`config.mk`:
```
export PLATFORM = sky130hd
export DESIGN_NAME = mc_ctrl_fsm_flat
export DESIGN_NICKNAME = d
export VERILOG_FILES = /design/src/rtl/mc_ctrl_if.sv /design/src/rtl/mc_ctrl_fsm.sv /design/src/flat_wrapper.sv
export SDC_FILE = /design/constraint.sdc
export NUM_CORES = 1
export LEC_CHECK = 0
export ABC_AREA = 1
export BUFFER_PORTS_ARGS = -buffer_cell sky130_fd_sc_hd__buf_2
export CORE_UTILIZATION = 45
export DETAILED_ROUTE_END_ITERATION = 7
export GPL_TIMING_DRIVEN = 0
export PLACE_DENSITY = 0.79
export SYNTH_ARGS = -nofsm -noshare
export SYNTH_HDL_FRONTEND = slang
export SYNTH_SLANG_ARGS = --single-unit
```
`constraint.sdc`:
```
create_clock -name clk -period 1.5 [get_ports clk]
set_clock_uncertainty 0.1 [all_clocks]
set_input_delay 0.075 -clock clk [delete_from_list [all_inputs] [get_ports clk]]
set_output_delay 0.075 -clock clk [all_outputs]
set_load 0.02 [all_outputs]
```
`src/rtl/mc_ctrl_if.sv`:
```
// Control bundle between the multi-cycle controller (master) and the MIPS datapath (slave).
// The master receives IR fields and the ALU zero flag and drives every enable/select.
interface mc_ctrl_if #(
  parameter int unsigned STATE_W = 4
);
  logic [5:0]         op;
  logic [5:0]         funct;
  logic               zero;
  logic               PCWr;
  logic               IRWr;
  logic               RegWr;
  logic               MemWr;
  logic [1:0]         ExtOp;
  logic [2:0]         ALUOp;
  logic               ALUSrcA;
  logic               ALUSrcB;
  logic [1:0]         RegDst;
  logic [1:0]         MemToReg;
  logic [1:0]         NPCOp;
  logic               illegal;
  logic [STATE_W-1:0] state;

  modport master (
    input  op, funct, zero,
    output PCWr, IRWr, RegWr, MemWr, ExtOp, ALUOp, ALUSrcA, ALUSrcB,
    output RegDst, MemToReg, NPCOp, illegal, state
  );

  modport slave (
    output op, funct, zero,
    input  PCWr, IRWr, RegWr, MemWr, ExtOp, ALUOp, ALUSrcA, ALUSrcB,
    input  RegDst, MemToReg, NPCOp, illegal, state
  );
endinterface

```
`src/rtl/mc_ctrl_fsm.sv`:
```
// Multi-cycle MIPS control unit: sequences fetch/decode/execute/memory/write-back.
// Only the state is registered; every output is decoded from state, op, funct and zero.
module mc_ctrl_fsm #(
  parameter int unsigned STATE_W = 4
) (
  input  logic    clk,
  input  logic    rst_n,
  mc_ctrl_if.master bus
);

  typedef enum logic [3:0] {
    StFetch  = 4'd0,
    StDecode = 4'd1,
    StExe    = 4'd2,
    StMemAdr = 4'd3,
    StMemRd  = 4'd4,
    StMemWr  = 4'd5,
    StLwb    = 4'd6,
    StRwb    = 4'd7,
    StBranch = 4'd8,
    StJump   = 4'd9
  } state_e;

  localparam logic [1:0] ExtZe  = 2'b00;
  localparam logic [1:0] ExtSe  = 2'b01;
  localparam logic [1:0] ExtHc  = 2'b10;
  localparam logic [1:0] ExtHze = 2'b11;

  localparam logic [2:0] AluAdd = 3'd0;
  localparam logic [2:0] AluSub = 3'd1;
  localparam logic [2:0] AluOr  = 3'd2;
  localparam logic [2:0] AluSlt = 3'd3;
  localparam logic [2:0] AluSll = 3'd4;
  localparam logic [2:0] AluSrl = 3'd5;

  state_e state_q, state_d;

  logic is_rtype;
  logic is_addu, is_subu, is_slt, is_sll, is_srl, is_jr;
  logic is_addiu, is_ori, is_lui, is_lw, is_sw, is_beq, is_j, is_jal;
  logic is_alu;

  assign is_rtype = (bus.op == 6'b000000);
  assign is_addu  = is_rtype && (bus.funct == 6'b100001);
  assign is_subu  = is_rtype && (bus.funct == 6'b100011);
  assign is_slt   = is_rtype && (bus.funct == 6'b101010);
  assign is_sll   = is_rtype && (bus.funct == 6'b000000);
  assign is_srl   = is_rtype && (bus.funct == 6'b000010);
  assign is_jr    = is_rtype && (bus.funct == 6'b001000);
  assign is_addiu = (bus.op == 6'b001001);
  assign is_ori   = (bus.op == 6'b001101);
  assign is_lui   = (bus.op == 6'b001111);
  assign is_lw    = (bus.op == 6'b100011);
  assign is_sw    = (bus.op == 6'b101011);
  assign is_beq   = (bus.op == 6'b000100);
  assign is_j     = (bus.op == 6'b000010);
  assign is_jal   = (bus.op == 6'b000011);
  assign is_alu   = is_addu | is_subu | is_slt | is_sll | is_srl | is_addiu | is_ori | is_lui;

  logic       pc_wr, ir_wr, reg_wr, mem_wr, illegal_c;
  logic [1:0] ext_op, reg_dst, mem_to_reg, npc_op;
  logic [2:0] alu_op;
  logic       alu_src_a, alu_src_b;

  always_ff @(posedge clk or negedge rst_n) begin
    if (!rst_n) begin
      state_q <= StFetch;
    end else begin
      state_q <= state_d;
    end
  end

  always_comb begin
    state_d    = StFetch;
    pc_wr      = 1'b0;
    ir_wr      = 1'b0;
    reg_wr     = 1'b0;
    mem_wr     = 1'b0;
    illegal_c  = 1'b0;
    ext_op     = ExtZe;
    alu_op     = AluAdd;
    alu_src_a  = 1'b0;
    alu_src_b  = 1'b0;
    reg_dst    = 2'd0;
    mem_to_reg = 2'd0;
    npc_op     = 2'd0;

    case (state_q)
      StFetch: begin
        ir_wr   = 1'b1;
        pc_wr   = 1'b1;
        state_d = StDecode;
      end
      StDecode: begin
        if (is_lw || is_sw)              state_d = StMemAdr;
        else if (is_beq)                 state_d = StBranch;
        else if (is_j || is_jal || is_jr) state_d = StJump;
        else if (is_alu)                 state_d = StExe;
        else begin
          illegal_c = 1'b1;
          state_d   = StFetch;
        end
      end
      // RWB keeps the EXE selects so the ALU result stays valid while it is written back.
      StExe, StRwb: begin
        if (is_addu) begin
          alu_op  = AluAdd;
          reg_dst = 2'd1;
        end else if (is_subu) begin
          alu_op  = AluSub;
          reg_dst = 2'd1;
        end else if (is_slt) begin
          alu_op  = AluSlt;
          reg_dst = 2'd1;
        end else if (is_sll || is_srl) begin
          alu_op    = is_sll ? AluSll : AluSrl;
          alu_src_a = 1'b1;
          alu_src_b = 1'b1;
          ext_op    = ExtHze;
          reg_dst   = 2'd1;
        end else if (is_addiu) begin
          ext_op    = ExtSe;
          alu_op    = AluAdd;
          alu_src_b = 1'b1;
        end else if (is_ori || is_lui) begin
          ext_op    = is_lui ? ExtHc : ExtZe;
          alu_op    = AluOr;
          alu_src_b = 1'b1;
        end
        if (state_q == StRwb) begin
          reg_wr  = 1'b1;
          state_d = StFetch;
        end else begin
          state_d = StRwb;
        end
      end
      StMemAdr: begin
        ext_op    = ExtSe;
        alu_op    = AluAdd;
        alu_src_b = 1'b1;
        state_d   = is_lw ? StMemRd : StMemWr;
      end
      StMemRd: state_d = StLwb;
      StMemWr: mem_wr = 1'b1;
      StLwb: begin
        reg_wr     = 1'b1;
        mem_to_reg = 2'd1;
      end
      StBranch: begin
        alu_op = AluSub;
        ext_op = ExtSe;
        npc_op = 2'd1;
        pc_wr  = bus.zero;
      end
      StJump: begin
        pc_wr  = 1'b1;
        npc_op = is_jr ? 2'd3 : 2'd2;
        if (is_jal) begin
          reg_wr     = 1'b1;
          reg_dst    = 2'd2;
          mem_to_reg = 2'd2;
        end
      end
      default: state_d = StFetch;
    endcase
  end

  // Write enables are gated by rst_n so an asserted reset silences them immediately.
  assign bus.PCWr     = pc_wr & rst_n;
  assign bus.IRWr     = ir_wr & rst_n;
  assign bus.RegWr    = reg_wr & rst_n;
  assign bus.MemWr    = mem_wr & rst_n;
  assign bus.illegal  = illegal_c & rst_n;
  assign bus.ExtOp    = ext_op;
  assign bus.ALUOp    = alu_op;
  assign bus.ALUSrcA  = alu_src_a;
  assign bus.ALUSrcB  = alu_src_b;
  assign bus.RegDst   = reg_dst;
  assign bus.MemToReg = mem_to_reg;
  assign bus.NPCOp    = npc_op;
  assign bus.state    = STATE_W'(state_q);

endmodule
```
`src/flat_wrapper.sv`:
```
// flat-port wrapper written by rule: the top's interface ports become plain ports
module mc_ctrl_fsm_flat 
#(
  parameter int unsigned STATE_W = 4
)
  (clk, rst_n, bus_op, bus_funct, bus_zero, bus_PCWr, bus_IRWr, bus_RegWr, bus_MemWr, bus_ExtOp, bus_ALUOp, bus_ALUSrcA, bus_ALUSrcB, bus_RegDst, bus_MemToReg, bus_NPCOp, bus_illegal, bus_state);
  mc_ctrl_if #(.STATE_W(STATE_W)) bus_i ();
  input  logic clk;
  input  logic rst_n;
  input wire logic [$bits(bus_i.op)-1:0] bus_op;
  input wire logic [$bits(bus_i.funct)-1:0] bus_funct;
  input wire logic [$bits(bus_i.zero)-1:0] bus_zero;
  output wire logic [$bits(bus_i.PCWr)-1:0] bus_PCWr;
  output wire logic [$bits(bus_i.IRWr)-1:0] bus_IRWr;
  output wire logic [$bits(bus_i.RegWr)-1:0] bus_RegWr;
  output wire logic [$bits(bus_i.MemWr)-1:0] bus_MemWr;
  output wire logic [$bits(bus_i.ExtOp)-1:0] bus_ExtOp;
  output wire logic [$bits(bus_i.ALUOp)-1:0] bus_ALUOp;
  output wire logic [$bits(bus_i.ALUSrcA)-1:0] bus_ALUSrcA;
  output wire logic [$bits(bus_i.ALUSrcB)-1:0] bus_ALUSrcB;
  output wire logic [$bits(bus_i.RegDst)-1:0] bus_RegDst;
  output wire logic [$bits(bus_i.MemToReg)-1:0] bus_MemToReg;
  output wire logic [$bits(bus_i.NPCOp)-1:0] bus_NPCOp;
  output wire logic [$bits(bus_i.illegal)-1:0] bus_illegal;
  output wire logic [$bits(bus_i.state)-1:0] bus_state;
  assign bus_i.op = bus_op;
  assign bus_i.funct = bus_funct;
  assign bus_i.zero = bus_zero;
  assign bus_PCWr = bus_i.PCWr;
  assign bus_IRWr = bus_i.IRWr;
  assign bus_RegWr = bus_i.RegWr;
  assign bus_MemWr = bus_i.MemWr;
  assign bus_ExtOp = bus_i.ExtOp;
  assign bus_ALUOp = bus_i.ALUOp;
  assign bus_ALUSrcA = bus_i.ALUSrcA;
  assign bus_ALUSrcB = bus_i.ALUSrcB;
  assign bus_RegDst = bus_i.RegDst;
  assign bus_MemToReg = bus_i.MemToReg;
  assign bus_NPCOp = bus_i.NPCOp;
  assign bus_illegal = bus_i.illegal;
  assign bus_state = bus_i.state;
  mc_ctrl_fsm #(.STATE_W(STATE_W)) u_core (.clk(clk), .rst_n(rst_n), .bus(bus_i));
endmodule
```
==> results.txt, run 1 <==
The total standard cell area after synthesis is 728 µm². Of the total synthesized cell area, the portion taken by AND, OR, NAND and NOR gates is 0.632. The clock latency on the worst-skew pair came out at 0.24 ns. In this run the number of H-tree levels came out at 1. The number of standard cells after synthesis came out at 123.

Counting cells, the worst reg-to-reg path comes to 6. The path class of the tightest hold or removal check is primary input to asynchronous set/reset pin. The routed wire length came out at 2250 µm.

Timing would allow up to 0.573 GHz. The area fraction in compound gates after synthesis came to 0.0962. The internal power consumption is 574 µW. The part of the total power dissipated in the clock network came out at 0.130.

The most critical setup path has its startpoint at u_core.bus.state[1]. The switching power share of the total came out at 0.517. The global-route wire length before repair came out at 3590 µm. The ratio of routed vias to standard cells came out at 5.24.

The share of flip-flops with an asynchronous set or reset after synthesis came out at 1.00. The sequential fraction of the synthesis area is 0.137. Of the cells placed in the final design, the portion with a size suffix greater than 1 is 0.531. For the worst setup path, the data required time is 1.32 ns.

In the finished design, the share of the clock period the worst path needs comes to 1.16. The number of global-route vias before repair is 842. The detailed router placed 1000 vias in this run. The worst-case IR drop observed on VDD is 1.11 mV.

The total leakage power is 0.000664 µW. Once layout is complete, the utilization of the core stands at 0.779. At the pin with the least slew margin, the transition time is 0.312 ns. The area growth from synthesis to final layout is 61.2%. The share of synthesized cell area in full adder, half adder and majority cells came out at 0. The worst register-to-register path has a setup slack of 0.23 ns. Yosys instantiated no cell more often than sky130_fd_sc_hd__inv_1. The post-detailed-route count of antenna-violating nets is 0. The number of design rule violations left after detail routing came out at 0.

The synthesis-stage register bit count is 4. Ranked by instance count, the synthesized netlist is headed by sky130_fd_sc_hd__inv_1 (23), sky130_fd_sc_hd__nand2_1 (22), sky130_fd_sc_hd__nor2_1 (18), sky130_fd_sc_hd__nand3_1 (10), sky130_fd_sc_hd__a21oi_1 (7). The reported max-cap violation count is 0. The clock period minus final worst setup slack came out at 1.74 ns. The number of standard-cell rows in the floorplan came out at 14. The number of antenna violations at the first check in global routing came to 0. The number of primary I/O pins is 37. The maximum number of pins on one net before global-route repair came out at 9. The setup-violating endpoint count in the final report came out at 15. The number of slew-limit violations in the final report was 0. The highest net fanout along the worst path is 5. 0 antenna diodes ended up in the layout. The vertical die dimension came out at 42.2 µm.

By startpoint and endpoint, the worst setup path is classified as flip-flop to primary output. The net count of the finished layout is 191. The number of synthesis warnings is 0. The die span in x came out at 42.2 µm. The post-synthesis net count is 138. The final weighted congestion of routability-driven global placement came out at 0.812. The number of flip-flops in the largest register is 4. Headroom to the max-slew limit came out at 0.790.

In the synthesized netlist the dominant register cell turns out to be sky130_fd_sc_hd__dfrtp_1. The origin of the critical flop-to-flop path is u_core.bus.state[3]. The mean area per synthesized cell came out at 5.92 µm². The final sum of negative setup slack came out at -2.33 ns. The share of synthesized area spent on multiplexers came out at 0.

For this design the total switching power over the nets is 614 µW. The share of synthesized area in the top cell type comes to 0.137. The sort of element at the start of the critical path is a flip-flop. The number of flops mapped to enable cells by yosys is 0. The first routing iteration left 26 violations. The first-pass detailed-route iteration total is 4. The worst register-to-register path ends at u_core.bus.state[1].

Yosys attributes the largest share of cell area to sky130_fd_sc_hd__dfrtp_1 (14%), sky130_fd_sc_hd__inv_1 (12%), sky130_fd_sc_hd__nand2_1 (11%). The power density of the placed cells is 1010 nW/µm². CTS saw 4 sinks. The clock input transition at the sequential cells of the worst setup and hold paths came out at 0.04 ns. The fraction of power consumed by combinational cells is 0.682.

The root buffer cell is sky130_fd_sc_hd__clkbuf_4. The fraction of power consumed by sequential logic is 0.188. The remaining global-route overflow is 0.

The flow ran to the end, but the final reports show violations. The post-synthesis share of cell area spent on xor and xnor gates is 0. The number of I/O port buffers came out at 36. By area, the combinational part of the netlist is dominated by simple AND/OR/NAND/NOR gates.

The cell type with the largest total area after synthesis is sky130_fd_sc_hd__dfrtp_1. The initial core utilization came out at 0.483. The number of clock buffers added by TritonCTS is 3. STA puts the critical path data arrival time at 1.57 ns. The number of hold violations in the final report came out at 0. The worst setup path is captured at a primary output.

The total power draw is 1190 µW. Setup repair after global routing could not meet its margin everywhere. The total routing usage reported by global routing came out at 0.260. The smallest setup slack after layout is -0.245 ns. The floorplan step defined a die boundary enclosing 1780 µm². The final reports fail on negative setup slack. The area of the placeable core came out at 1510 µm². The average routed wire per standard cell came out at 11.8 µm.

TritonCTS built the clock tree. The final HPWL from detailed placement is 1550 µm. The number of different library cells in the post-synthesis netlist came out at 21. The number of buffers between clock root and the deepest sink is 2.
==> cell families after synthesis <==
group,Yosys count
simple gates,81
flops,4
compound gates,12
buf+inv,26
==> worst max-delay path by stage <==
stage	cells after the start	slack (ns)	to
6_report	7	-0.24	bus_PCWr
5_1_grt	7	-0.31	bus_PCWr
4_1_cts	8	-0.21	bus_ALUOp[2]
3_5_place_dp	8	-0.11	bus_ALUOp[2]
3_3_place_gp	8	-0.06	bus_ALUSrcA
2_1_floorplan	5	-0.05	bus_RegWr
==> layout make-up <==
class	count	area, µm²
multi-input cells	93	586
repair buffers	48	334
inverters	26	103
clock buffers	4	26.3
fillers	115	333
well taps	16	20.0
flip-flops and latches	4	105
==> layer usage <==
layer / GRT usage / vias up / wire, µm / part of all wire
met4: 0.0500 / 0 / 50 / 0.022
met3: 0.0647 / 4 / 116 / 0.052
met1: 0.345 / 456 / 996 / 0.44
met5: 0 / - / 0 / 0
met2: 0.428 / 42 / 1080 / 0.48
li1: - / 498 / - / -
==> critical path, stage by stage, from the launching register on <==
cell,delay (ns)
sky130_fd_sc_hd__dfrtp_2,0.45
sky130_fd_sc_hd__inv_4,0.11
sky130_fd_sc_hd__nand2_4,0.09
sky130_fd_sc_hd__nor3_4,0.20
sky130_fd_sc_hd__buf_4,0.16
sky130_fd_sc_hd__a21oi_1,0.05
sky130_fd_sc_hd__a21oi_2,0.13
sky130_fd_sc_hd__buf_4,0.15
==> power groups by stage <==
stage,Clock [µW],Combinational [µW],Sequential [µW]
finish,155,810,223
global route,172,872,230
CTS,158,759,220
global placement,0,603,216
detailed placement,0,613,218
floorplan,0,413,251
==> through the flow <==
| stage | instances | hold WS (ns) | setup slack (ns) | instance area (µm²) |
|---|---|---|---|---|
| 4_1_cts | 189 | 0.114 | -0.210 | 1130 |
| 3_5_place_dp | 175 | -0.210 | -0.110 | 966 |
| 3_3_place_gp | 175 | -0.216 | -0.0581 | 966 |
| 5_1_grt | 191 | 0.129 | -0.308 | 1170 |
| 6_report | 191 | 0.117 | -0.245 | 1170 |
| 2_1_floorplan | 123 | -0.321 | -0.0496 | 766 |
==> cells in the final DEF, fill, tap and decap left out, types with 3 or more instances in the layout <==
master                     netlist  routed
sky130_fd_sc_hd__buf_6           0       7
sky130_fd_sc_hd__nand2_4         3       4
sky130_fd_sc_hd__nand4_1         3       3
sky130_fd_sc_hd__nand3_1        10      10
sky130_fd_sc_hd__nand2_1        22      20
sky130_fd_sc_hd__nor2_1         18      16
sky130_fd_sc_hd__nor2_2          5       5
sky130_fd_sc_hd__buf_2           0      22
sky130_fd_sc_hd__a21oi_2         2       4
sky130_fd_sc_hd__a21oi_1         7       4
sky130_fd_sc_hd__inv_1          23      20
sky130_fd_sc_hd__inv_2           3       4
sky130_fd_sc_hd__clkbuf_4        0       3
sky130_fd_sc_hd__nor2_4          3       5
sky130_fd_sc_hd__nand2_2         6       7
sky130_fd_sc_hd__buf_4           0      18
sky130_fd_sc_hd__dfrtp_2         0       4
==> repair_timing <==
item | 4_1_cts | 5_1_grt
gates resized for setup | 25 | 8
pin swaps | 6 | 1
endpoints found under the setup margin | 15 | 17
hold buffers | 1 | 0
endpoints found under the hold margin | 4 | 0
buffers inserted | 9 | 2
No activity file was read; power rests on OpenSTA's default activity.
==> inputs of run 2 (changes only) <==
- CORE_UTILIZATION: 45 -> 40
- PLACE_DENSITY: 0.79 -> 0.75
- clock period: 1.5 -> 1.4 ns (I/O delays scaled with it)
==> results.txt, run 2 (synthesized netlist as in run 1, its figures left out) <==
The multi-input logic area was 633 µm² (+8.1%). The switching power share of the total was 0.511 (-0.00601). The share of the clock period used by the worst path is 1.26. The area of the placeable core came to 1710 µm² (+13%).

The fraction of power consumed by sequential logic came out at 0.160 (-0.028). The number of non-filler instances in the completed layout was 206 (+7.9%). The die span in x came out at 44.7 µm (+5.8%).

The worst slew margin relative to its limit came out at 0.800 (+0.00983). The number of antenna violations at the first check in global routing is 0 (unchanged). The number of design rule violations left after detail routing is 0 (unchanged). The kind of end point of the critical path is a primary output.

Relative to the synthesized area, the layout overhead comes to 82.0%. The placed cell area was 990 µm² (+2.5%). The routed wire length is 2780 µm (+24%). In this run the top signal layer used is met4. Setup repair after global routing could not meet its margin everywhere. The final weighted congestion of routability-driven global placement came out at 0.856 (+5.5%).

The net count reported at finish is 197 (+3.1%). The number of buffers between clock root and the deepest sink came to 2 (unchanged). The type of the worst min-delay path is primary input to asynchronous set/reset pin.

The worst endpoint data arrival time is 1.59 ns (+0.02 ns). The maximum frequency from static timing analysis is 0.567 GHz. The part of the total power dissipated in the clock network is 0.109 (-0.021).

The clock period minus final worst setup slack is 1.76 ns. The maximum number of pins on one net before global-route repair is 9 (unchanged). The smallest setup slack after layout is -0.363 ns (-0.118 ns). The switching power is 745 µW (+21%). The post-detailed-route count of antenna-violating nets is 0 (unchanged). The fraction of power consumed by combinational cells came out at 0.731 (+0.049). The CTS sink count came to 4 (unchanged). The final instance area is 1330 µm² (+13%).

The flow ran to the end, but the final reports show violations. The clock latency on the worst-skew pair is 0.23 ns (about the same). The number of primary I/O pins is 37 (unchanged). The setup-violating endpoint count in the final report came out at 17 (+2). The number of fillers in the final layout is 124 (+7.8%).

The number of hold violations in the final report came out at 0 (unchanged). The number of standard-cell rows in the floorplan is 15 (+1). In the layout the commonest cells are sky130_fd_sc_hd__inv_1 (19), sky130_fd_sc_hd__buf_2 (19), sky130_fd_sc_hd__nand2_1 (17), sky130_fd_sc_hd__buf_6 (17), sky130_fd_sc_hd__buf_4 (17). The ratio of routed vias to standard cells is 5.12 (-2.2%). The number of global-route vias before repair came to 880 (+4.5%).

The sequential cell area came out at 105 µm² (unchanged). The highest net fanout along the worst path came out at 4 (-1). The global-route wire length before repair is 3690 µm (+2.9%). The reported max-cap violation count came out at 0 (unchanged). The final HPWL from detailed placement came out at 1640 µm (+5.7%). The actual slew at the worst max-slew pin is 0.299 ns (-0.0122 ns). The number of I/O port buffers is 36 (unchanged).

The iteration-0 DRC count of the detailed router is 63 (+140%). The remaining global-route overflow came to 0 (unchanged). The required time at the worst-slack endpoint came out at 1.23 ns (-0.09 ns).

The power density of the placed cells was 1100 nW/µm² (+8.7%). The first-pass detailed-route iteration total is 4 (unchanged). The critical path start-end classification is flip-flop to primary output. The vertical die dimension came to 44.7 µm (+5.8%). The final reports fail on negative setup slack. The total met3 wirelength after detailed routing came out at 149 µm (+28%). The average routed wire per standard cell came out at 13.5 µm (+15%). The tree is rooted in a sky130_fd_sc_hd__clkbuf_4.

The met2 wirelength from detailed routing is 1400 µm (+30%). The number of slew-limit violations in the final report is 0 (unchanged). The length of routed wiring on met1 came to 1160 µm (+16%). The maximum level of the CTS H-tree was 1 (unchanged).

The clock buffer count from CTS is 3 (unchanged). The total power draw is 1460 µW (+23%). The area of the die came out at 1990 µm² (+12%). The worst ir drop on vdd came to 1.11 mV (-0.49%).

The number of vias after detailed routing came out at 1055 (+5.5%). The clock input transition at the sequential cells of the worst setup and hold paths is 0.04 ns (about the same). The internal power consumption is 714 µW (+24%). The antenna diode instance count is 0 (unchanged). The number of cells after detailed placement is 184 (+5.1%). The total leakage power came to 0.000709 µW (+6.9%).

The fraction of layout instances using a drive strength above 1 was 0.597 (+0.0653). The number of flip-flops in the largest register came out at 4 (unchanged). The initial core utilization came to 0.426 (-0.0570). The sort of element at the start of the critical path is a flip-flop. The total routing usage reported by global routing is 0.244 (-0.0153).

TritonCTS built the clock tree.
## run 2: cell count changes in the layout (fill, tap and decap cells not counted), moves of 2 or more
cell	change
sky130_fd_sc_hd__buf_2	-3
sky130_fd_sc_hd__buf_6	+10
sky130_fd_sc_hd__nand2_1	-3
sky130_fd_sc_hd__nor2_4	+2
sky130_fd_sc_hd__nor2_1	-3
sky130_fd_sc_hd__nand2_2	+2
## run 2: critical path, cell delays in order (launching register included)
cell and delay, ns:
sky130_fd_sc_hd__dfrtp_2 0.42, sky130_fd_sc_hd__inv_2 0.10, sky130_fd_sc_hd__nand2_4 0.06, sky130_fd_sc_hd__buf_4 0.16, sky130_fd_sc_hd__nor2_4 0.10, sky130_fd_sc_hd__nand2_1 0.06, sky130_fd_sc_hd__nor2_1 0.08, sky130_fd_sc_hd__nand3_1 0.11
sky130_fd_sc_hd__nor2_2 0.13, sky130_fd_sc_hd__buf_6 0.13
## run 2: area by class of cell
class | count | area share
Inverter | 26 | 0.0793
Sequential cell | 4 | 0.0793
Clock buffer | 4 | 0.0198
Timing Repair Buffer | 54 | 0.320
Tap cell | 25 | 0.0236
Multi-Input combinational cell | 93 | 0.478
## run 2: power by group through the flow
| stage | Combinational, µW | Clock (µW) | Sequential [µW] |
|---|---|---|---|
| 5_1_grt | 1130 | 168 | 241 |
| 4_1_cts | 808 | 168 | 232 |
| 2_1_floorplan | 449 | 0 | 269 |
| 3_5_place_dp | 668 | 0 | 233 |
| 3_3_place_gp | 652 | 0 | 232 |
| 6_report | 1070 | 159 | 234 |
## run 2: per-layer routing
layer  track usage  vias to the layer above
li1              -                      506
met1         0.328                      486
met2         0.432                       53
met3        0.0367                       10
met4        0.0121                        0
met5             0                        -
## run 2: final timing paths
check | startpoint | endpoint | slack (ns) | cells after the start
worst min register to register | u_core.bus.state[1] | u_core.bus.state[1] | 0.71 | 5
worst max register to register | u_core.bus.state[2] | u_core.bus.state[2] | 0.06 | 6
min in group clk | bus_op[5] | u_core.bus.state[3] | 0.14 | 4
max in group asynchronous | rst_n | u_core.bus.state[0] | 0.86 | 2
worst min-delay path | rst_n | u_core.bus.state[2] | 0.13 | 2
worst max-delay path | u_core.bus.state[2] | bus_illegal | -0.36 | 9
## run 2: metrics by stage
stage          worst slack, ns   util  TNS [ns]  hold WS (ns)
3_5_place_dp            -0.215  0.579    -0.918        -0.217
5_1_grt                 -0.431  0.776     -5.45         0.136
4_1_cts                 -0.355  0.705     -4.08        0.0916
6_report                -0.363  0.776     -4.36         0.132
3_3_place_gp            -0.165  0.579    -0.629        -0.222
2_1_floorplan           -0.145      -    -0.844        -0.326
## run 2: repair_timing
item / 4_1_cts / 5_1_grt
pin swaps: 7 / 8
resized for setup: 38 / 18
endpoints found under the setup margin: 18 / 17
setup buffers: 8 / 9
endpoints found under the hold margin: 4 / 0
hold buffers: 1 / 0
